<file path="src/rtl/clk_div_bank.sv">
// clk_div_bank: bank of NUM_CH independent clock dividers sharing one clock.
//
// Each channel divides clk_in by 2*D, where D is a per-channel divisor loaded
// through a valid/ready config port. New divisors are held pending and only
// take effect at a period boundary (or immediately if the channel is idle), so
// a running output never produces a truncated period.
//
// Ports:
//   clk_in     in   single clock, all state on rising edge
//   reset      in   synchronous, active-high reset
//   enable     in   global run; low freezes every channel
//   cfg_valid  in   divisor update offered
//   cfg_ready  out  update can be accepted (combinational from pend)
//   cfg_ch     in   target channel; out-of-range channels are accepted and dropped
//   cfg_div    in   new divisor D; 0 stops the channel
//   ce_out     out  one-cycle clock-enable pulse per channel, once per D cycles
//   div_out    out  50%-duty square wave per channel, period 2*D
//   active     out  channel's current divisor is nonzero
module clk_div_bank #(
    parameter int NUM_CH = 2,
    parameter int CNT_W  = 16,
    localparam int CH_W  = (NUM_CH > 1) ? $clog2(NUM_CH) : 1
) (
    input  logic              clk_in,
    input  logic              reset,
    input  logic              enable,
    input  logic              cfg_valid,
    output logic              cfg_ready,
    input  logic [CH_W-1:0]   cfg_ch,
    input  logic [CNT_W-1:0]  cfg_div,
    output logic [NUM_CH-1:0] ce_out,
    output logic [NUM_CH-1:0] div_out,
    output logic [NUM_CH-1:0] active
);

    logic [CNT_W-1:0]  r_div  [NUM_CH];
    logic [CNT_W-1:0]  r_cnt  [NUM_CH];
    logic [CNT_W-1:0]  r_pdiv [NUM_CH];
    logic [NUM_CH-1:0] r_pend;
    logic [NUM_CH-1:0] r_ce;
    logic [NUM_CH-1:0] r_dout;

    logic [NUM_CH-1:0] w_hit;
    logic [NUM_CH-1:0] w_last;
    logic              w_pend_sel;
    logic              w_xfer;

    // Channel decode. An out-of-range cfg_ch matches nothing, so w_pend_sel
    // stays 0 and the update is accepted but lands nowhere.
    always_comb begin
        w_pend_sel = 1'b0;
        w_hit      = '0;
        for (int i = 0; i < NUM_CH; i++) begin
            if (cfg_ch == CH_W'(i)) begin
                w_pend_sel = r_pend[i];
                w_hit[i]   = 1'b1;
            end
        end
    end

    assign cfg_ready = ~reset & ~w_pend_sel;
    assign w_xfer    = cfg_valid & cfg_ready;

    always_comb begin
        for (int i = 0; i < NUM_CH; i++) begin
            w_last[i] = (r_cnt[i] == r_div[i] - CNT_W'(1));
            active[i] = (r_div[i] != '0);
        end
    end

    always_ff @(posedge clk_in) begin
        if (reset) begin
            for (int i = 0; i < NUM_CH; i++) begin
                r_div[i]  <= '0;
                r_cnt[i]  <= '0;
                r_pdiv[i] <= '0;
            end
            r_pend <= '0;
            r_ce   <= '0;
            r_dout <= '0;
        end else begin
            for (int i = 0; i < NUM_CH; i++) begin
                if (enable) begin
                    if (r_div[i] == '0) begin
                        // Idle: outputs parked low, pending divisor applies at once.
                        r_cnt[i]  <= '0;
                        r_ce[i]   <= 1'b0;
                        r_dout[i] <= 1'b0;
                        if (r_pend[i]) begin
                            r_div[i]  <= r_pdiv[i];
                            r_pend[i] <= 1'b0;
                        end
                    end else if (w_last[i]) begin
                        // Period boundary: the ending period still pulses and toggles.
                        r_cnt[i]  <= '0;
                        r_ce[i]   <= 1'b1;
                        r_dout[i] <= ~r_dout[i];
                        if (r_pend[i]) begin
                            r_div[i]  <= r_pdiv[i];
                            r_pend[i] <= 1'b0;
                            if (r_pdiv[i] == '0) begin
                                r_dout[i] <= 1'b0;
                            end
                        end
                    end else begin
                        r_cnt[i] <= r_cnt[i] + CNT_W'(1);
                        r_ce[i]  <= 1'b0;
                    end
                end else begin
                    r_ce[i] <= 1'b0;
                end

                // cfg_ready requires pend=0, so this never collides with an apply.
                if (w_xfer && w_hit[i]) begin
                    r_pend[i] <= 1'b1;
                    r_pdiv[i] <= cfg_div;
                end
            end
        end
    end

    assign ce_out  = r_ce;
    assign div_out = r_dout;

endmodule

</file>
<file path="config.mk">
export PLATFORM = sky130hd
export DESIGN_NAME = clk_div_bank
export DESIGN_NICKNAME = d
export VERILOG_FILES = /design/src/rtl/clk_div_bank.sv
export SDC_FILE = /design/constraint.sdc
export NUM_CORES = 1
export LEC_CHECK = 0
export ABC_AREA = 1
export CORE_ASPECT_RATIO = 1.25
export CORE_MARGIN = 8
export CORE_UTILIZATION = 50
export CTS_CLUSTER_SIZE = 20
export DETAILED_ROUTE_END_ITERATION = 12
export PLACE_DENSITY = 0.71
export SLEW_MARGIN = 20
export SYNTH_ARGS = -nofsm -noshare
export SYNTH_HDL_FRONTEND = slang
export SYNTH_SLANG_ARGS = --single-unit
</file>
<file path="constraint.sdc">
create_clock -name clk_in -period 2.5 [get_ports clk_in]
set_clock_uncertainty 0.15 [all_clocks]
set_input_delay 0.5 -clock clk_in [delete_from_list [all_inputs] [get_ports clk_in]]
set_output_delay 0.5 -clock clk_in [all_outputs]
set_load 0.01 [all_outputs]
</file>
==> summary.txt <==
Status
  – Status: complete, but fails checks
  – Violated checks: negative setup slack

Synthesis
  – Synth area leader: edfxtp_1
  – Yosys top cell area share: between 40% and 50%
  – Post-Syn Nets: 754
  – Area contributors post-synth: edfxtp_1 (46%), nand2_1 (8.7%), inv_1 (6.7%)
  – Post-synthesis area per instance: between 8 and 9 µm²
  – Synth warnings: 0
  – XOR/XNOR Fraction of Synth Area: 7.422%
  – Ys flop type: edfxtp_1
  – Synthesized area: a little over 6000 µm²
  – Synth Area in Adders: 0.8045%
  – Main combinational cell family by area after synthesis: simple AND/OR/NAND/NOR gates
  – Mux contribution to synthesized area: 0%
  – Post-synthesis register bit count: around 100
  – Seq/Total Area, Yosys: roughly half
  – Distinct cell type count of the synthesized netlist: 42
  – Cells after Synth: roughly 730
  – Count of flip-flops with a built-in enable after synthesis: between 90 and 100
  – Compound-Gate Fraction of Synth Area: 5.652%
  – Synth Area in Simple Gates: between 20 and 30%
  – Async S/R FF share, synth: 0%

Timing
  – Final Hold Slack: roughly 0.34 ns
  – Final Cycle Share: 101.0%
  – Maximum clock frequency: roughly 0.40 GHz
  – Actual slew at the worst max-slew pin: roughly 0.65 ns
  – Slack of the critical path: -0.02516 ns
  – Setup Viol. Count Final: 22
  – RSZ-0062 raised after global routing: true
  – Clock period minus worst slack: 2.525 ns
  – Max-slew headroom: 56.41%
  – Max-slew violation count: 0
  – Fin. Hold Viols: 0

Clock network
  – Latest clock arrival within the worst-skew pair: roughly 0.35 ns
  – Number of H-tree levels: 3
  – Hold_buf cts: 0
  – CTS Root Cell: clkbuf_16
  – CTS tree: built
  – CTS Sinks: just over 100
  – CTS Buffer Depth: 2
  – Num CTS Buffers: 9
  – Clock-pin slew on the worst setup and hold paths: approximately 0.080 ns

Route
  – Routed WL: between 10,000 and 15,000 µm
  – Initial DRC Count: 214
  – # DRC: 0
  – Via/cell ratio: roughly 5.1
  – Drt pass-1 iters: 5
  – Drt wl/cell: around 15 µm
  – Post-DRT Antenna Nets: 0
  – Via count: a little under 5,000

Power
  – Clock power share: about 36%
  – Gate power share: a little over an eighth
  – Sequential power share: roughly 51%
  – Internal Power: about 2.9 mW
  – Switch share: 27.75%
  – Psw: between 1 and 1.5 mW
  – P_leak: 3.140 nW
  – PwrDens: about 520 nW/µm²
  – Max VDD drop: 0.0004563 V

Die
  – Core ar.: around 12,000 µm²
  – Height of the chip: between 100 and 150 µm
  – I/O pin cnt: 28
  – Initial Utilization: around 51%
  – # rows: between 40 and 50
  – DIE WIDTH: 115.8 µm
  – Die ar.: between 15,000 and 20,000 µm²

Global routing
  – Gr usage total: between 10% and 20%
  – First-pass GRT wire length: around 23,000 µm
  – Number of global-route vias before repair: approximately 4,800
  – Initial antenna violation count: 0
  – Remaining global-route overflow: 0
  – Largest net degree at the start of global routing: 22

Finish
  – Share of cells above drive strength 1: between 20% and 30%
  – Synthesis-to-layout area growth: 23.79%
  – Register area: 3003 µm²
  – Post-route cell area: 7701 µm²
  – Antenna cells: 0
  – Most common cell after layout, fill and taps aside: nand2_1
  – Filler cell count: just over 1,000
  – Area of the multi-input gates: ~3100 µm²
  – Fin util: 63.32%
  – Final #Nets: slightly above 800
  – Most frequent cells in the layout: nand2_1 (136), inv_1 (107), nor2_1 (96), edfxtp_1 (96), nand3_1 (46)

Job
  – Max-Cap Viols: 0

Setup path
  – CP Capture Type: flip-flop
  – Worst path cell trace: inv_2, ha_4, buf_6, inv_2, nand2_2, nand2_2, xnor2_2, nand3_1, nor2_1, nand2_1, nor2_1, nand4_1, nand2_2, nand2_8, clkbuf_16, a21oi_2
  – RR Startpoint: r_div[0][0]
  – Internal reg-to-reg setup slack: -0.03 ns
  – RR Endpoint: r_div[1][6]
  – Slowest cell on crit path: edfxtp_1
  – Startpoint Class: flip-flop
  – Crit Path Max Fanout: 8
  – Worst EP arrival: around 2.6 ns
  – Most used cell, CP: nand2_2
  – Setup CP Type: flip-flop to flip-flop
  – WP data required: approximately 2.6 ns
  – Reg2Reg Depth: 16
  – Slowest stage delay, CP: around 0.4 ns

Hold path
  – WHS Endpoint: div_out[1]
  – HP Start: div_out[1]
  – Tightest Hold Check Type: flip-flop to flip-flop
  – Hold path depth: 2

Placement
  – IO buf count: 27
  – Area after DPL: slightly below 7000 µm²
  – DP HPWL: 11,040 µm
  – Gp weighted congestion: slightly below 0.9
  – Place WS: -0.1391 ns
==> metrics by stage <==
stage	setup TNS [ns]	total power [mW]	instances
floorplan	0	2.384	729
global placement	-0.1959	2.550	941
detailed placement	-2.482	2.562	941
CTS	0	3.996	961
global route	-6.463	4.144	968
finish	-0.1116	4.013	968
==> Yosys cell counts (2+ instances only) <==
| library cell | number |
|---|---|
| nand2_1 | 145 |
| inv_1 | 111 |
| nor2_1 | 103 |
| edfxtp_1 | 96 |
| nand3_1 | 48 |
| xor2_1 | 30 |
| a21oi_1 | 25 |
| nand4_1 | 21 |
| xnor2_1 | 18 |
| nor3_1 | 12 |
| a21oi_2 | 9 |
| nor2_2 | 8 |
| o21ai_0 | 8 |
| nand2_2 | 7 |
| nand3_2 | 7 |
| nand3b_1 | 7 |
| nor3_2 | 7 |
| a21boi_1 | 6 |
| dfxtp_1 | 6 |
| inv_2 | 5 |
| nor2_4 | 5 |
| nor4_1 | 5 |
| or2_2 | 5 |
| ha_1 | 4 |
| a21boi_0 | 3 |
| buf_6 | 3 |
| clkbuf_1 | 3 |
| a211oi_1 | 2 |
| and2_1 | 2 |
| buf_2 | 2 |
| buf_4 | 2 |
| nand4_2 | 2 |
| nor3b_1 | 2 |
| o21ai_1 | 2 |
==> power groups by stage <==
stage / clock (mW) / sequential, mW / combinational, mW
after detailed placement: 0 / 2.08 / 0.480
after global routing: 1.50 / 2.06 / 0.587
after floorplan: 0 / 2.05 / 0.329
after CTS: 1.45 / 2.05 / 0.496
after global placement: 0 / 2.08 / 0.471
final: 1.43 / 2.05 / 0.532
==> critical path: cells and delay by family, from the launching register on <==
kind,cells,cell delay (ns)
AOI/OAI and AO/OA,1,0.13
xor gates and xnor gates,1,0.16
adders and majority gates,1,0.15
buffers and inverters,4,0.44
DFF,1,0.41
and+or+nand+nor,9,0.93
==> repair_timing <==
action / in CTS / in global routing
pin swaps: 7 / 29
setup endpoints to repair: 77 / 84
buffers inserted: 3 / 4
gates resized for setup: 32 / 64
cloned: 1 / 3
==> cell type report <==
type / instances / share of cell area (%)
Clock buffer: 9 / 2.924
Timing Repair Buffer: 68 / 8.692
Clock inverter: 7 / 1.105
Multi-Input combinational cell: 502 / 39.97
Sequential cell: 102 / 38.99
Inverter: 116 / 5.654
Tap cell: 164 / 2.665
==> worst max-delay path by stage <==
stage | start | to | slack, ns | depth (start not counted)
floorplan | r_div[0][0] | r_div[0][0] | 0.05 | 14
global placement | cfg_ch | cfg_ready | -0.13 | 4
detailed placement | r_div[0][0] | active[0] | -0.14 | 8
CTS | r_div[0][0] | active[0] | 0.002 | 8
global route | r_div[0][0] | r_div[1][6] | -0.16 | 16
finish | r_div[0][0] | r_div[1][6] | -0.03 | 16
==> cell families after synthesis <==
group / count (synthesis)
XOR/XNOR: 50
AO/OA/AOI/OAI: 57
flip-flops: 102
AND/OR/NAND/NOR: 389
buffers and inverters: 127
adder cells (fa/ha/maj): 4
==> state kept, by name (all words and copies together) (netlist names) <==
| register | flops |
|---|---|
| r_cnt | 32 |
| r_pend | 2 |
| div_out | 2 |
| r_div | 32 |
| r_pdiv | 32 |
| ce_out | 2 |
==> layer usage <==
metal / global-route usage (%) / wire length (µm) / up-vias
li1: - / - / 2526
met1: 22.48 / 6316 / 2298
met2: 29.37 / 7197 / 116
met3: 2.949 / 652 / 31
met4: 8.898 / 503 / 0
met5: 0 / 0 / -
No activity file was read; power rests on OpenSTA's default activity.
